--- config.mk ---
export PLATFORM = sky130hd
export DESIGN_NAME = mp64_mem_arbiter_flat
export DESIGN_NICKNAME = d
export VERILOG_FILES = /design/src/rtl/mp64_mem_arbiter_if.sv /design/src/rtl/mp64_mem_arbiter.sv /design/src/flat_wrapper.sv
export SDC_FILE = /design/constraint.sdc
export NUM_CORES = 1
export LEC_CHECK = 0
export CAP_MARGIN = 20
export CELL_PAD_IN_SITES_DETAIL_PLACEMENT = 0
export CELL_PAD_IN_SITES_GLOBAL_PLACEMENT = 1
export CORE_AREA = 5 5 313 315
export DETAILED_ROUTE_END_ITERATION = 6
export DIE_AREA = 0 0 318 320
export DONT_BUFFER_PORTS = 1
export PLACE_DENSITY_LB_ADDON = 0.08
export SLEW_MARGIN = 5
export SYNTH_ARGS = -nofsm -noshare
export SYNTH_HDL_FRONTEND = slang
export SYNTH_SLANG_ARGS = --single-unit
--- constraint.sdc ---
create_clock -name clk -period 4 [get_ports clk]
set_input_delay 0.4 -clock clk [delete_from_list [all_inputs] [get_ports clk]]
set_output_delay 0.4 -clock clk [all_outputs]
set_load 0.1 [all_outputs]
--- src/rtl/mp64_mem_arbiter_if.sv ---
// Bus bundle for mp64_mem_arbiter: N requester ports on one side,
// a single mp64_memory CPU-style port on the other, plus status.
// The arbiter connects through the slave modport; the surrounding
// requesters and memory model connect through the master modport.
interface mp64_mem_arbiter_if #(
   parameter int unsigned N_PORTS = 4
);
   // requester side
   logic [N_PORTS-1:0]    m_req;
   logic [N_PORTS*64-1:0] m_addr;
   logic [N_PORTS*64-1:0] m_wdata;
   logic [N_PORTS-1:0]    m_wen;
   logic [N_PORTS*2-1:0]  m_size;
   logic [63:0]           m_rdata;
   logic [N_PORTS-1:0]    m_ack;
   logic                  m_err;
   // memory side
   logic                  mem_req;
   logic [63:0]           mem_addr;
   logic [63:0]           mem_wdata;
   logic                  mem_wen;
   logic [1:0]            mem_size;
   logic [63:0]           mem_rdata;
   logic                  mem_ack;
   // status
   logic [2:0]            grant_id;
   logic                  busy;

   modport slave (
      input  m_req, m_addr, m_wdata, m_wen, m_size, mem_rdata, mem_ack,
      output m_rdata, m_ack, m_err, mem_req, mem_addr, mem_wdata, mem_wen,
             mem_size, grant_id, busy
   );

   modport master (
      output m_req, m_addr, m_wdata, m_wen, m_size, mem_rdata, mem_ack,
      input  m_rdata, m_ack, m_err, mem_req, mem_addr, mem_wdata, mem_wen,
             mem_size, grant_id, busy
   );
endinterface

--- src/rtl/mp64_mem_arbiter.sv ---
// mp64_mem_arbiter: shares one mp64_memory CPU-style port between N_PORTS
// requesters, one transaction at a time, round-robin, with a bus-timeout
// watchdog that completes a stuck access with m_err and all-ones data.
// Build option: define MP64_ARB_PRIO_EN to give port 0 strict priority
// (ports 1..N-1 stay round-robin among themselves; port-0 grants leave
// the round-robin pointer untouched).
module mp64_mem_arbiter #(
   parameter int unsigned N_PORTS     = 4,
   parameter int unsigned TIMEOUT_CYC = 256
) (
   input logic               clk,
   input logic               rst,
   mp64_mem_arbiter_if.slave bus
);
   localparam int unsigned DW    = 64;
   localparam int unsigned SZ_W  = 2;
   localparam int unsigned ID_W  = 3;
   localparam int unsigned VEC_W = 8;
   localparam int unsigned CNT_W = (TIMEOUT_CYC > 1) ? $clog2(TIMEOUT_CYC) : 1;

   localparam logic [CNT_W-1:0] CNT_LAST = CNT_W'((TIMEOUT_CYC == 0) ? 0 : TIMEOUT_CYC - 1);
   localparam logic [ID_W-1:0]  LAST_RST = ID_W'(N_PORTS - 1);
   localparam bit               WDOG_EN  = (TIMEOUT_CYC != 0);

`ifdef MP64_ARB_PRIO_EN
   localparam bit PRIO_EN = 1'b1;
`else
   localparam bit PRIO_EN = 1'b0;
`endif

   typedef enum logic [1:0] {
      S_IDLE = 2'd0,
      S_BUSY = 2'd1,
      S_DONE = 2'd2
   } state_t;

   state_t                state_q, state_n;
   logic [CNT_W-1:0]      cnt_q, cnt_n;
   logic [ID_W-1:0]       last_q, last_n;
   logic [ID_W-1:0]       gid_q, gid_n;
   logic                  mem_req_q, mem_req_n;
   logic [DW-1:0]         mem_addr_q, mem_addr_n;
   logic [DW-1:0]         mem_wdata_q, mem_wdata_n;
   logic                  mem_wen_q, mem_wen_n;
   logic [SZ_W-1:0]       mem_size_q, mem_size_n;
   logic [DW-1:0]         m_rdata_q, m_rdata_n;
   logic [N_PORTS-1:0]    m_ack_q, m_ack_n;
   logic                  m_err_q, m_err_n;
   logic                  busy_q, busy_n;

   logic [VEC_W-1:0]      req_vec;
   logic [VEC_W-1:0]      wen_vec;
   logic [VEC_W-1:0]      ack_vec;
   logic [ID_W-1:0]       scan;
   logic [ID_W-1:0]       sel;
   logic                  sel_vld;
   logic [DW-1:0]         sel_addr;
   logic [DW-1:0]         sel_wdata;
   logic [SZ_W-1:0]       sel_size;
   logic                  sel_wen;

   // Winner search: first requester after the last served port (mod N).
   always_comb begin : pick
      req_vec = VEC_W'(bus.m_req);
      scan    = '0;
      sel     = '0;
      sel_vld = 1'b0;
      for (int unsigned k = 1; k <= N_PORTS; k++) begin
         scan = ID_W'((32'(last_q) + k) % N_PORTS);
         if (!sel_vld && req_vec[scan] && !(PRIO_EN && scan == '0)) begin
            sel     = scan;
            sel_vld = 1'b1;
         end
      end
      if (PRIO_EN && req_vec[0]) begin
         sel     = '0;
         sel_vld = 1'b1;
      end
   end

   // Transaction fields of the selected port.
   always_comb begin : fields
      wen_vec   = VEC_W'(bus.m_wen);
      sel_wen   = wen_vec[sel];
      sel_addr  = '0;
      sel_wdata = '0;
      sel_size  = '0;
      for (int unsigned i = 0; i < N_PORTS; i++) begin
         if (ID_W'(i) == sel) begin
            sel_addr  = bus.m_addr[i*DW +: DW];
            sel_wdata = bus.m_wdata[i*DW +: DW];
            sel_size  = bus.m_size[i*SZ_W +: SZ_W];
         end
      end
   end

   // One-hot completion vector for the owning port.
   always_comb begin : ack_onehot
      ack_vec = VEC_W'(1) << gid_q;
   end

   // Next state and next values of every registered output.
   always_comb begin : fsm_comb
      state_n     = state_q;
      cnt_n       = cnt_q;
      last_n      = last_q;
      gid_n       = gid_q;
      mem_req_n   = mem_req_q;
      mem_addr_n  = mem_addr_q;
      mem_wdata_n = mem_wdata_q;
      mem_wen_n   = mem_wen_q;
      mem_size_n  = mem_size_q;
      m_rdata_n   = m_rdata_q;
      m_ack_n     = '0;
      m_err_n     = 1'b0;

      case (state_q)
         S_IDLE: begin
            if (sel_vld) begin
               mem_req_n   = 1'b1;
               mem_addr_n  = sel_addr;
               mem_wdata_n = sel_wdata;
               mem_wen_n   = sel_wen;
               mem_size_n  = sel_size;
               gid_n       = sel;
               cnt_n       = '0;
               state_n     = S_BUSY;
            end
         end
         S_BUSY: begin
            cnt_n = cnt_q + CNT_W'(1);
            // a memory ack beats a watchdog expiry on the same cycle
            if (bus.mem_ack) begin
               mem_req_n = 1'b0;
               m_rdata_n = bus.mem_rdata;
               m_ack_n   = N_PORTS'(ack_vec);
               m_err_n   = 1'b0;
               state_n   = S_DONE;
               if (!(PRIO_EN && gid_q == '0)) last_n = gid_q;
            end else if (WDOG_EN && cnt_q == CNT_LAST) begin
               mem_req_n = 1'b0;
               m_rdata_n = '1;
               m_ack_n   = N_PORTS'(ack_vec);
               m_err_n   = 1'b1;
               state_n   = S_DONE;
               if (!(PRIO_EN && gid_q == '0)) last_n = gid_q;
            end
         end
         S_DONE: begin
            // requests are not sampled here so the served master can drop m_req
            state_n = S_IDLE;
         end
         default: begin
            state_n   = S_IDLE;
            mem_req_n = 1'b0;
         end
      endcase

      busy_n = (state_n != S_IDLE);
   end

   // State and output registers.
   always_ff @(posedge clk) begin
      if (rst) begin
         state_q     <= S_IDLE;
         cnt_q       <= '0;
         last_q      <= LAST_RST;
         gid_q       <= '0;
         mem_req_q   <= 1'b0;
         mem_addr_q  <= '0;
         mem_wdata_q <= '0;
         mem_wen_q   <= 1'b0;
         mem_size_q  <= '0;
         m_rdata_q   <= '0;
         m_ack_q     <= '0;
         m_err_q     <= 1'b0;
         busy_q      <= 1'b0;
      end else begin
         state_q     <= state_n;
         cnt_q       <= cnt_n;
         last_q      <= last_n;
         gid_q       <= gid_n;
         mem_req_q   <= mem_req_n;
         mem_addr_q  <= mem_addr_n;
         mem_wdata_q <= mem_wdata_n;
         mem_wen_q   <= mem_wen_n;
         mem_size_q  <= mem_size_n;
         m_rdata_q   <= m_rdata_n;
         m_ack_q     <= m_ack_n;
         m_err_q     <= m_err_n;
         busy_q      <= busy_n;
      end
   end

   assign bus.mem_req   = mem_req_q;
   assign bus.mem_addr  = mem_addr_q;
   assign bus.mem_wdata = mem_wdata_q;
   assign bus.mem_wen   = mem_wen_q;
   assign bus.mem_size  = mem_size_q;
   assign bus.m_rdata   = m_rdata_q;
   assign bus.m_ack     = m_ack_q;
   assign bus.m_err     = m_err_q;
   assign bus.grant_id  = gid_q;
   assign bus.busy      = busy_q;

endmodule
--- src/flat_wrapper.sv ---
// flat-port wrapper written by rule: the top's interface ports become plain ports
module mp64_mem_arbiter_flat 
#(
   parameter int unsigned N_PORTS     = 4,
   parameter int unsigned TIMEOUT_CYC = 256
)
  (clk, rst, bus_m_req, bus_m_addr, bus_m_wdata, bus_m_wen, bus_m_size, bus_mem_rdata, bus_mem_ack, bus_m_rdata, bus_m_ack, bus_m_err, bus_mem_req, bus_mem_addr, bus_mem_wdata, bus_mem_wen, bus_mem_size, bus_grant_id, bus_busy);
  mp64_mem_arbiter_if #(.N_PORTS(N_PORTS)) bus_i ();
  input logic clk;
  input logic rst;
  input wire logic [$bits(bus_i.m_req)-1:0] bus_m_req;
  input wire logic [$bits(bus_i.m_addr)-1:0] bus_m_addr;
  input wire logic [$bits(bus_i.m_wdata)-1:0] bus_m_wdata;
  input wire logic [$bits(bus_i.m_wen)-1:0] bus_m_wen;
  input wire logic [$bits(bus_i.m_size)-1:0] bus_m_size;
  input wire logic [$bits(bus_i.mem_rdata)-1:0] bus_mem_rdata;
  input wire logic [$bits(bus_i.mem_ack)-1:0] bus_mem_ack;
  output wire logic [$bits(bus_i.m_rdata)-1:0] bus_m_rdata;
  output wire logic [$bits(bus_i.m_ack)-1:0] bus_m_ack;
  output wire logic [$bits(bus_i.m_err)-1:0] bus_m_err;
  output wire logic [$bits(bus_i.mem_req)-1:0] bus_mem_req;
  output wire logic [$bits(bus_i.mem_addr)-1:0] bus_mem_addr;
  output wire logic [$bits(bus_i.mem_wdata)-1:0] bus_mem_wdata;
  output wire logic [$bits(bus_i.mem_wen)-1:0] bus_mem_wen;
  output wire logic [$bits(bus_i.mem_size)-1:0] bus_mem_size;
  output wire logic [$bits(bus_i.grant_id)-1:0] bus_grant_id;
  output wire logic [$bits(bus_i.busy)-1:0] bus_busy;
  assign bus_i.m_req = bus_m_req;
  assign bus_i.m_addr = bus_m_addr;
  assign bus_i.m_wdata = bus_m_wdata;
  assign bus_i.m_wen = bus_m_wen;
  assign bus_i.m_size = bus_m_size;
  assign bus_i.mem_rdata = bus_mem_rdata;
  assign bus_i.mem_ack = bus_mem_ack;
  assign bus_m_rdata = bus_i.m_rdata;
  assign bus_m_ack = bus_i.m_ack;
  assign bus_m_err = bus_i.m_err;
  assign bus_mem_req = bus_i.mem_req;
  assign bus_mem_addr = bus_i.mem_addr;
  assign bus_mem_wdata = bus_i.mem_wdata;
  assign bus_mem_wen = bus_i.mem_wen;
  assign bus_mem_size = bus_i.mem_size;
  assign bus_grant_id = bus_i.grant_id;
  assign bus_busy = bus_i.busy;
  mp64_mem_arbiter #(.N_PORTS(N_PORTS), .TIMEOUT_CYC(TIMEOUT_CYC)) u_core (.clk(clk), .rst(rst), .bus(bus_i));
endmodule
==> metrics.md <==
| Metric | Value |
|---|---|
| Postcts setup bufs | 0 |
| Status | complete, no violations |
| Hold Slack | between 0.05 and 0.06 ns |
| Logic pwr share | 0.171 |
| Total gr overflow | 0 |
| Leakage power | ~5.1 nW |
| Area leader, netlist | dfxtp_1 |
| Core area | ~0.095 sq mm |
| Clock share of power | 0.345 |
| Yosys warns | 0 |
| Asr flop ratio synth | 0 |
| Post-Place Worst Slack | roughly 1.3 ns |
| Row count | between 100 and 150 |
| Sequential power share | 0.484 |
| CTS H-tree lvls | 2 |
| Max FO, Critical Path | between 60 and 70 |
| Worst R2R End | u_core.bus.mem_wdata[40] |
| Worst-Margin Slew | between 1 and 1.5 ns |
| Routability cong. | around 0.73 |
| Int Power | 0.00476 W |
| Setup Skew | between 0.02 and 0.03 ns |
| Top cells by count, synth | dfxtp_1, nor2_1, nand4_1 |
| R2R setup slack | 1.24 ns |
| Worst skew pair latency | approximately 0.55 ns |
| Area delta synth->final | 26.7% |
| Synth unique cells | 48 |
| DRT antenna net count | 0 |
| CTS tree | done |
| Worst slew margin | 0.256 |
| CP max-delay cell | dfxtp_1 |
| RSZ-0062 raised after global routing | false |
| Initial DRC count | roughly 710 |
| Die ar. | around 0.10 sq mm |
| Avg WL per Cell | about 29 um |
| Sequential-to-total area share from yosys stat | 0.360 |
| Fin Setup TNS | 0 ns |
| Endpoints failing setup | 0 |
| Syn Std Cell Area | about 0.012 sq mm |
| Largest net degree at the start of global routing | ~130 |
| Die height | approximately 320 um |
| Crit Path Class | register to register |
| Max_cap viols | 0 |
| Post-cts sizing count | 0 |
| Synth area leaders | dfxtp_1, a221o_1, mux2_2 |
| Register bit total from synthesis | approximately 220 |
| Root buf cell | clkbuf_16 |
| I/O Pins | 800 |
| Min Tclk post-route | between 2 and 3 ns |
| Initial Util | 0.127 |
| Input/output buffers | 0 |
| Fin crit share | 0.690 |
| Cells after synthesis | between 1000 and 1500 |
| Initial antenna violation count | 23 |
| First-pass GRT wire length | 103 mm |
| P_sw | ~0.0040 W |
| Post-synth EDFFs | 0 |
| Worst hold path type | input port to register |
| Reg-to-reg critical path startpoint | u_core.last_q[1] |
| Synth top area share | 0.360 |
| Worst setup EP type | register |
| Placement Cell Area | 0.0134 sq mm |
| Worst setup path endpoint | u_core.bus.mem_wdata[40] |
| Clock slew at reported path FFs | 0.06 ns |
| Nets | around 1900 |
| Cts bufs inserted | 35 |
| Post-DP HPWL | 51.3 mm |
| Sw Ratio | 0.454 |
| Final hold vios | 0 |
| Worst VDD drop | ~0.0002 V |
| Setup slack after layout | roughly 1.2 ns |
| Pwr dens | between 500 and 600 mW/mm^2 |
| Die width | ~320 um |
| FF-to-FF path depth | 6 |
| Ratio of cells with drive above 1 in the final layout | 0.234 |
| CTS sink count | about 220 |
| Post-layout util | 0.161 |
| Crit path max-delay family | compound AO/OA/AOI/OAI gates |
| Post-Syn Nets | ~1900 |
| Final Instance Area | ~0.015 sq mm |
| Vias in the first global route | between 10000 and 15000 |
| CP Cell Sequence | inv_1, o311ai_1, or3b_4, buf_12, a21oi_2, a221o_1 |
| Top_reg_cell synth | dfxtp_1 |
| Via density per instance | around 4.4 |
| Most frequent cell after synthesis | dfxtp_1 |
| Max Fclk | 363 MHz |
| Routed wire length | between 70 and 80 mm |
| Buf/Inv on CP | 2 |
| Post-cts hold buffer count | 63 |
| Critical path launch point type | register |
| GRT Total Usage | 0.138 |
| Slowest stage delay, CP | approximately 0.53 ns |
| Worst setup startpoint | u_core.last_q[1] |
| Worst Path Required | between 4 and 5 ns |
| CP Data Arrival Time | around 3.3 ns |
| Total stage count of the critical path | 6 |
| Remaining DRCs | 0 |
| First-pass DRT Iterations | 5 |
| Clock tree buffer depth | 3 |
| Final Slew Violations | 0 |
| Mean Syn Cell Area | roughly 9.1 sq um |
| Vias | between 10000 and 15000 |
[metal layers]
metal	global-route usage	share of wire
met2	0.245	0.51
met4	0.0342	0.018
met5	0	0.00062
met1	0.156	0.39
met3	0.0530	0.085
[cells by family (layout without fill, tap and decap cells)]
family,count (synthesis),count (layout),synth area share
compound gates,424,424,0.291
simple gates,376,376,0.159
flops,216,216,0.360
buf+inv,175,166,0.0643
mux,132,132,0.124
fa+ha+maj,1,1,0.00104
other cells,1,15,0.000312
[power by group through the flow]
stage / registers, W / clock network, W / logic (W)
2_1_floorplan: 0.00420 / 0 / 0.000976
3_3_place_gp: 0.00431 / 0 / 0.00140
3_5_place_dp: 0.00429 / 0 / 0.00141
4_1_cts: 0.00426 / 0.00316 / 0.00149
5_1_grt: 0.00425 / 0.00323 / 0.00162
6_report: 0.00422 / 0.00300 / 0.00149
[registers in the layout, summed over array words and instances, names as in the netlist]
name                  cells
u_core.bus.busy           1
u_core.bus.grant_id       2
u_core.bus.m_ack          4
u_core.bus.m_err          1
u_core.bus.m_rdata       64
u_core.bus.mem_addr      64
u_core.bus.mem_req        1
u_core.bus.mem_size       2
u_core.bus.mem_wdata     64
u_core.bus.mem_wen        1
u_core.cnt_q              8
u_core.last_q             2
u_core.state_q            2
[stage by stage]
step                      total power [W]  instances
after floorplan                   0.00518       1325
after detailed placement          0.00571       2454
final                             0.00871       2595
after global placement            0.00571       2454
after global routing              0.00909       2589
after CTS                         0.00891       2577
[layout by cell type, fill, tap and decap left out, types with 4 or more instances in the layout]
| cell type | Yosys | routed |
|---|---|---|
| clkbuf_1 | 129 | 14 |
| nor2_1 | 146 | 146 |
| nor2b_1 | 4 | 4 |
| a21oi_1 | 49 | 48 |
| mux2_1 | 18 | 18 |
| dlygate4sd3_1 | 0 | 62 |
| dfxtp_1 | 216 | 216 |
| mux2_2 | 113 | 113 |
| o21ai_0 | 4 | 4 |
| nand4_1 | 133 | 133 |
| a221o_1 | 131 | 131 |
| buf_12 | 0 | 20 |
| buf_4 | 1 | 19 |
| o31ai_1 | 131 | 131 |
| nor3_1 | 66 | 65 |
| nand2_1 | 6 | 5 |
| a21oi_2 | 91 | 90 |
| clkbuf_16 | 0 | 36 |
| diode_2 | 0 | 14 |
| clkbuf_8 | 0 | 6 |
[worst min-delay path by stage]
stage / startpoint / endpoint / slack [ns] / cells past startpoint
after floorplan: u_core.cnt_q[6] / u_core.cnt_q[6] / 0.43 / 1
after detailed placement: u_core.cnt_q[6] / u_core.cnt_q[6] / 0.46 / 1
after CTS: bus_mem_rdata[26] / u_core.bus.m_rdata[26] / 0.006 / 2
final: bus_mem_rdata[26] / u_core.bus.m_rdata[26] / 0.06 / 2
after global routing: bus_mem_rdata[26] / u_core.bus.m_rdata[26] / 0.05 / 2
after global placement: u_core.cnt_q[6] / u_core.cnt_q[6] / 0.47 / 1
[cell type report]
cell class              count  area [sq um]
fillers                 10600         79400
well taps                1265          1580
clock inverters             6          48.8
flip-flops and latches    216          4320
clock buffers              54          1030
multi-input cells         934          6990
diodes                     14          35.0
inverters                   2          7.51
repair buffers            104          1200
No activity file was read; power rests on OpenSTA's default activity.
